[config.mk]
export PLATFORM = sky130hd
export DESIGN_NAME = uart_tx_store_fifo
export DESIGN_NICKNAME = d
export VERILOG_FILES = /design/src/rtl/uart_tx_store_fifo.sv
export SDC_FILE = /design/constraint.sdc
export NUM_CORES = 1
export LEC_CHECK = 0
export BUFFER_PORTS_ARGS = -buffer_cell sky130_fd_sc_hd__buf_2
export CORE_MARGIN = 4
export CORE_UTILIZATION = 56
export DETAILED_ROUTE_END_ITERATION = 12
export PLACE_DENSITY = 0.86
export SETUP_SLACK_MARGIN = 0.2
export SYNTH_ARGS = -nofsm -noshare
export SYNTH_HDL_FRONTEND = slang
export SYNTH_SLANG_ARGS = --single-unit
[constraint.sdc]
create_clock -name clk -period 3 [get_ports clk]
set_input_delay 0 -clock clk [delete_from_list [all_inputs] [get_ports clk]]
set_output_delay 0 -clock clk [all_outputs]
set_load 0.1 [all_outputs]
[src/rtl/uart_tx_store_fifo.sv]
// Store-address decoded byte FIFO feeding a uart_tx instance one byte at a time.
// Optional drop counter port enabled by `UART_TX_FIFO_DROP_COUNT_EN.
module uart_tx_store_fifo #(
    parameter logic [31:0] ADDR  = 32'h10000100,
    parameter int          DEPTH = 8,
    parameter int          LW    = $clog2(DEPTH) + 1
) (
    input  logic          clk,
    input  logic          rst,
    input  logic [31:0]   data_out,
    input  logic          store_addr_out,
    input  logic          store_data_out,
    output logic          uart_tx_en,
    output logic [7:0]    uart_tx_data,
    input  logic          uart_tx_busy,
    output logic          fifo_full,
    output logic          fifo_empty,
    output logic [LW-1:0] level,
`ifdef UART_TX_FIFO_DROP_COUNT_EN
    output logic [7:0]    drop_count,
`endif
    output logic          overflow
);

    localparam int PW = $clog2(DEPTH);

    localparam logic [1:0] IDLE  = 2'd0;
    localparam logic [1:0] GUARD = 2'd1;
    localparam logic [1:0] WAIT  = 2'd2;

    logic [7:0]    mem [DEPTH];
    logic [PW-1:0] rd_ptr;
    logic [PW-1:0] wr_ptr;
    logic [1:0]    state;
    logic          sel;
    logic          push_req;
    logic          pop;
    logic          push_ok;
    logic          drop;

    assign fifo_full  = (level == LW'(DEPTH));
    assign fifo_empty = (level == '0);
    assign push_req   = store_data_out && sel;
    assign pop        = (state == IDLE) && !fifo_empty && !uart_tx_busy;
    // A full FIFO still accepts a push when the head leaves in the same cycle.
    assign push_ok    = push_req && (!fifo_full || pop);
    assign drop       = push_req && !push_ok;

    always_ff @(posedge clk) begin
        if (rst) begin
            sel <= 1'b0;
        end else if (store_addr_out) begin
            sel <= (data_out == ADDR);
        end
    end

    always_ff @(posedge clk) begin
        if (push_ok) begin
            mem[wr_ptr] <= data_out[7:0];
        end
    end

    always_ff @(posedge clk) begin
        if (rst) begin
            wr_ptr   <= '0;
            rd_ptr   <= '0;
            level    <= '0;
            overflow <= 1'b0;
        end else begin
            if (push_ok) begin
                wr_ptr <= wr_ptr + PW'(1);
            end
            if (pop) begin
                rd_ptr <= rd_ptr + PW'(1);
            end
            case ({push_ok, pop})
                2'b10:   level <= level + LW'(1);
                2'b01:   level <= level - LW'(1);
                default: level <= level;
            endcase
            if (drop) begin
                overflow <= 1'b1;
            end
        end
    end

`ifdef UART_TX_FIFO_DROP_COUNT_EN
    always_ff @(posedge clk) begin
        if (rst) begin
            drop_count <= 8'h00;
        end else if (drop && (drop_count != 8'hFF)) begin
            drop_count <= drop_count + 8'd1;
        end
    end
`endif

    // GUARD spans the cycle before uart_tx can report busy for the new byte.
    always_ff @(posedge clk) begin
        if (rst) begin
            state        <= IDLE;
            uart_tx_en   <= 1'b0;
            uart_tx_data <= 8'h00;
        end else begin
            uart_tx_en <= 1'b0;
            case (state)
                IDLE: begin
                    if (pop) begin
                        uart_tx_data <= mem[rd_ptr];
                        uart_tx_en   <= 1'b1;
                        state        <= GUARD;
                    end
                end
                GUARD: state <= WAIT;
                WAIT: begin
                    if (!uart_tx_busy) begin
                        state <= IDLE;
                    end
                end
                default: state <= IDLE;
            endcase
        end
    end

endmodule
After elaboration in Yosys (flattened, before gate mapping):

Memory sizes are Yosys's and may differ from the RTL's. A register that Yosys moved wholly into a read port is not among the register bits.
Cells that the tools add are included.

* register bits: 15
* bits in latches: 0
* bits in writable memories: 64
* bits in read-only memories: 0
* input port bits: 37
* output and inout port bits: 16
* memories: 1

* add/subtract/negate cells: 4
* multiply operators: 0
* divide/modulo/power cells: 0
* $lt $le $gt $ge: 0
* equality and inequality tests: 8
* shift operators: 0
* muxes and demuxes: 7
* bitwise gates (word level): 1
* reductions and logical operators: 16

Memory list
* mem: depth 8, bits a word 8, read ports 1, clocked after memory_dff 1, write ports 1, line 31 `logic [7:0] mem [DEPTH];`

Operators with widths (number)
* $eq 32x29->1 const B: 1
* $pmux 4 s2: 1
* $add 3x1->3 const B: 2
* $pmux 2 s3: 1
* $logic_and 1x1->1: 5
* $add 4x1->4 const B: 1
* $eq 2x1->1 const B: 2
* $eq 2x2->1 const B: 2
* $eq 4x4->1 const B: 1
* $logic_not 1->1: 4
* $logic_not 4->1: 1
* $mux 2: 2
* $ne 2x2->1 const B: 2
* $reduce_and 2->1: 2
* $sub 4x1->4 const B: 1
* $mux 1: 3
* $logic_not 2->1: 1
* $reduce_bool 2->1: 1
* $reduce_or 2->1: 1
* $logic_or 1x1->1: 1
* $not 1->1: 1

Logic depth before layout (Yosys ltp):

* depth in word-level cells: 8
* gate-level depth with buffers: 10

Worst setup path before layout:

No wires, ideal clock.

* path kind: register to register
* start: register level[0]
* end: memory mem[4][0] (enable)
* setup time: 383 ps
* arrival time: 3301 ps
* required time: 2617 ps
* slack: -684 ps
* cell stages (with the launch flop): 6
* path buffers: 0
* period minus slack after synthesis: 3684 ps
* cell sequence: dfxtp_1 -> or4b_4 -> clkinv_1 -> a21oi_1 -> nand2_1 -> nor3_1

* elaborated cells between the ends (all ways): 10

RTL lines
* start, declared: line 18 `output logic [LW-1:0] level,`
* start signal, assigned: line 77 `2'b10: level <= level + LW'(1);`
* start signal, assigned: line 78 `2'b01: level <= level - LW'(1);`
* start signal, assigned: line 79 `default: level <= level;`
* $eq 4x4->1: line 41 `assign fifo_full = (level == LW'(DEPTH));`
* via fifo_full: line 16 `output logic fifo_full,`
* $logic_not 1->1: line 46 `assign push_ok = push_req && (!fifo_full || pop);`
* $logic_or 1x1->1: line 46
* $logic_and 1x1->1: line 46
* $mux 1: line 58 `if (push_ok) begin`
* $mux 1 (not written as such): line 59 `mem[wr_ptr] <= data_out[7:0];`
* end, declared: line 31

The timed path passes the listed nets, and every way through them passes these cells.

Final worst setup path:

* start: register level[3]
* end: register level[3]

* longest elaborated chain between the ends: 8
* elaborated cells between the ends (all ways): 14

Ends and longest elaborated chain
* $logic_not 4->1: line 42 `assign fifo_empty = (level == '0);`
* $logic_not 1->1: line 44 `assign pop = (state == IDLE) && !fifo_empty && !uart_tx_busy;`
* $logic_and 1x1->1 (2 in a row): line 44
* $logic_or 1x1->1: line 46
* $logic_and 1x1->1: line 46
* $eq 2x1->1 or $eq 2x2->1 (tied branches): line 76 `case ({push_ok, pop})`
* $pmux 4 s2 or $reduce_bool 2->1 (tied branches)

Several ways; a longest one is shown, not always the timed one.
A chain may end at the register's enable or synchronous reset.

==> results by group <==
Floorplan
  • Cell row count: 28
  • Starting Density: 59.1%
  • Die Area: 7740 um^2
  • Die width: 88.0 um
  • Core Box Area: 6060 um^2
  • I/O Pins: 53
  • Die Ht: 88.0 um

Pwr
  • Overall power: 3.63 mW
  • P per Cell Area: 839 nW/um^2
  • Worst vdd ir: 0.000729 V
  • Switching Share: 40.2%
  • Seq pwr share: 39.3%
  • Comb power frac: 36.1%
  • Sw power: 1.46 mW
  • P_int: 2.17 mW
  • Clock Power Share: 24.6%
  • Leak: 1.54 nW

Yosys
  • Post-synth top cells: edfxtp_1 (64), nor2_1 (25), dfxtp_1 (23)
  • Synthesized Nets: 270
  • Leading area contributor after synthesis: edfxtp_1
  • Post-synthesis average cell area: 15.7 um^2
  • Compound-Gate Fraction of Synth Area: 4.33%
  • Commonest register cell after synthesis: edfxtp_1
  • Synth Area in Adders: 1.96%
  • Yosys warns: 0
  • XOR/XNOR share of the synthesized area: 1.22%
  • Main combinational cell family by area after synthesis: multiplexers
  • Distinct cells, synth: 44
  • Synth top area share: 53.6%
  • Simple-Gate Fraction of Synth Area: 10.3%
  • Seq/Total Area, Yosys: 66.5%
  • Most area-consuming cells after synthesis: edfxtp_1 (54%), dfxtp_1 (13%), mux4_2 (10%)
  • Most common cell in the synthesized netlist: edfxtp_1
  • EDFF count, synth: 64
  • Mux cell area share after synthesis: 13.9%
  • Synthesized area: 3580 um^2
  • Seq cells post-synth: 87
  • Synth async-reset ratio: 0%
  • Synth Instances: 228

Min path
  • Hold_sp: rst
  • WHS Endpoint: rd_ptr[0]
  • Hold Crit Class: input pin to register
  • Hold Crit Depth: 2

Critical path
  • R2r startpoint: level[3]
  • CP max stage cell: or4_4
  • Critical path required time: 3.24 ns
  • R2R Setup Slk: 0.59 ns
  • Startpoint types: register
  • CP cell instances: or4_4 -> clkinv_4 -> nor2_4 -> nand2_2 -> inv_2 -> ha_1 -> nand3_1 -> and2_1 -> a22oi_2 -> mux2_1
  • Worst reg2reg path depth: 10
  • CP Capture Type: register
  • CP peak stage delay: 0.58 ns
  • Crit path DAT: 2.65 ns
  • WS Path Type: register to register
  • CP top delay family: simple AND/OR/NAND/NOR gates
  • Buffers & Inverters on Critical Path: 2
  • R2r endpoint: level[3]
  • Crit path max fanout: 5

Drt
  • Antenna viol nets, final: 0
  • DR WL/cell: 18.2 um
  • Via density per instance: 5.70
  • Drt first pass iters: 4
  • Via count: 2,187
  • Drt initial violations: 175
  • Drt total wl: 6.99 mm
  • DRC: 0

Clocking
  • Clk_lat worst skew: 0.36 ns
  • CTS resizes: 0
  • CTS sink count: 87
  • Clk buf depth: 2
  • CTS H-tree depth: 3
  • CTS tree: yes
  • Clock-pin transition on the worst setup and hold timing paths: 0.08 ns
  • Clock buffer count from CTS: 9
  • CTS root buffer: clkbuf_8

STA
  • Fmax: 0.414 GHz
  • Max Slew Vio Count: 0
  • RSZ-0062 raised after global routing: no
  • Worst slew pin tran: 0.847 ns
  • Clock Skew: 0.00830 ns
  • Rel. slew slack: 43.5%
  • Final Hold Vio Count: 0
  • Final min period: 2.41 ns
  • Fin crit share: 80.4%
  • Final worst slack: 0.587 ns
  • Setup tns final: 0 ns
  • Final setup fails: 0

Final layout
  • Fillcell total: 383
  • Share of cells above drive strength 1: 36.6%
  • Diode count: 0
  • Final nets: 346
  • Finished Layout Cells: 384
  • Area growth syn-to-layout: 20.7%

Global route
  • Grt ovf: 0
  • Vias in the first global route: 2,248
  • Global-route wire length before repair: 11.3 mm
  • GRT Total Usage: 20.5%
  • Pin count of the biggest net entering global routing: 28
  • Initial antenna violation count: 0

Place
  • DP HPWL: 4.86 mm
  • # port buffers: 52
  • Placed cells: 357
  • Routability cong.: 0.771
  • Setup WS pre-CTS: 0.586 ns

Job
  • Maxcap violations: 0

Outcome
  • Status: finished, final reports clean
## final cells by class
class                   count  area, um^2  share of cell area (%)
multi-input cells         127        1140                    26.4
well taps                  75        93.8                    2.17
repair buffers             74         453                    10.5
inverters                   5        25.0                   0.579
flip-flops and latches     87        2390                    55.2
clock inverters             5        82.6                    1.91
clock buffers              11         141                    3.27
## sequential cells by signal, indices dropped and copies added, names as in the netlist
signal,flops
wr_ptr,3
mem,64
uart_tx_en,1
sel,1
rd_ptr,3
state,2
uart_tx_data,8
overflow,1
level,4
## stage by stage
stage                     hold slack [ns]  area, um^2  utilization [%]
after floorplan                    0.0989        3590                -
after global placement              0.279        3990             65.8
after detailed placement            0.294        3990             65.8
after CTS                          0.0876        4320             71.3
after global routing                0.129        4320             71.3
final                               0.104        4320             71.3
## what timing repair did
action,CTS,global route
buffers inserted,0,0
endpoints found under the hold margin,66,0
hold buffers,11,0
## cell families after synthesis
kind of cell | after synthesis
simple gates | 69
mux | 28
fa+ha+maj | 5
buf+inv | 14
xor+xnor | 5
flops | 87
compound gates | 20
## per-layer routing
layer | wire length (um) | GRT usage (%) | up-vias
li1 | - | - | 1033
met1 | 2820 | 26.1 | 1052
met2 | 3500 | 33.4 | 91
met3 | 570 | 4.05 | 11
met4 | 107 | 10.7 | 0
met5 | 0 | 0 | -
## placed cells by master, fill, tap and decap left out, types with 2 or more instances in the layout
master	count
nor3_2	2
xnor2_1	2
nor3_1	4
nor4b_1	2
a211oi_1	8
and2_1	2
clkbuf_8	10
buf_2	52
nor2_1	25
dfxtp_2	4
nand2b_1	4
mux4_2	16
mux2_4	3
nor2b_1	2
dfxtp_1	19
clkinv_2	2
a21oi_1	7
inv_1	2
nand3_1	3
buf_4	11
edfxtp_1	64
nand3b_1	2
nor4_1	6
nand2_1	9
bufinv_16	2
clkinv_4	3
dlygate4sd3_1	11
or3_1	2
ha_1	4
mux2i_1	8
xor2_1	3
## worst max-delay path by stage
stage,endpoint,from,slack (ns),depth (start not counted)
global placement,level[3],level[3],0.67,10
global route,level[3],level[0],0.51,10
detailed placement,level[3],level[3],0.59,10
finish,level[3],level[3],0.59,10
CTS,level[3],level[3],0.57,10
floorplan,level[3],level[3],0.25,10
## power by group through the flow
| stage | Sequential (mW) | Clock [mW] | Combinational (mW) |
|---|---|---|---|
| 4_1_cts | 1.43 | 0.908 | 1.32 |
| 6_report | 1.43 | 0.892 | 1.31 |
| 5_1_grt | 1.44 | 0.967 | 1.38 |
| 3_3_place_gp | 1.45 | 0 | 1.30 |
| 2_1_floorplan | 1.98 | 0 | 0.573 |
| 3_5_place_dp | 1.45 | 0 | 1.31 |
Note: power is estimated with default switching activity, not from simulation.
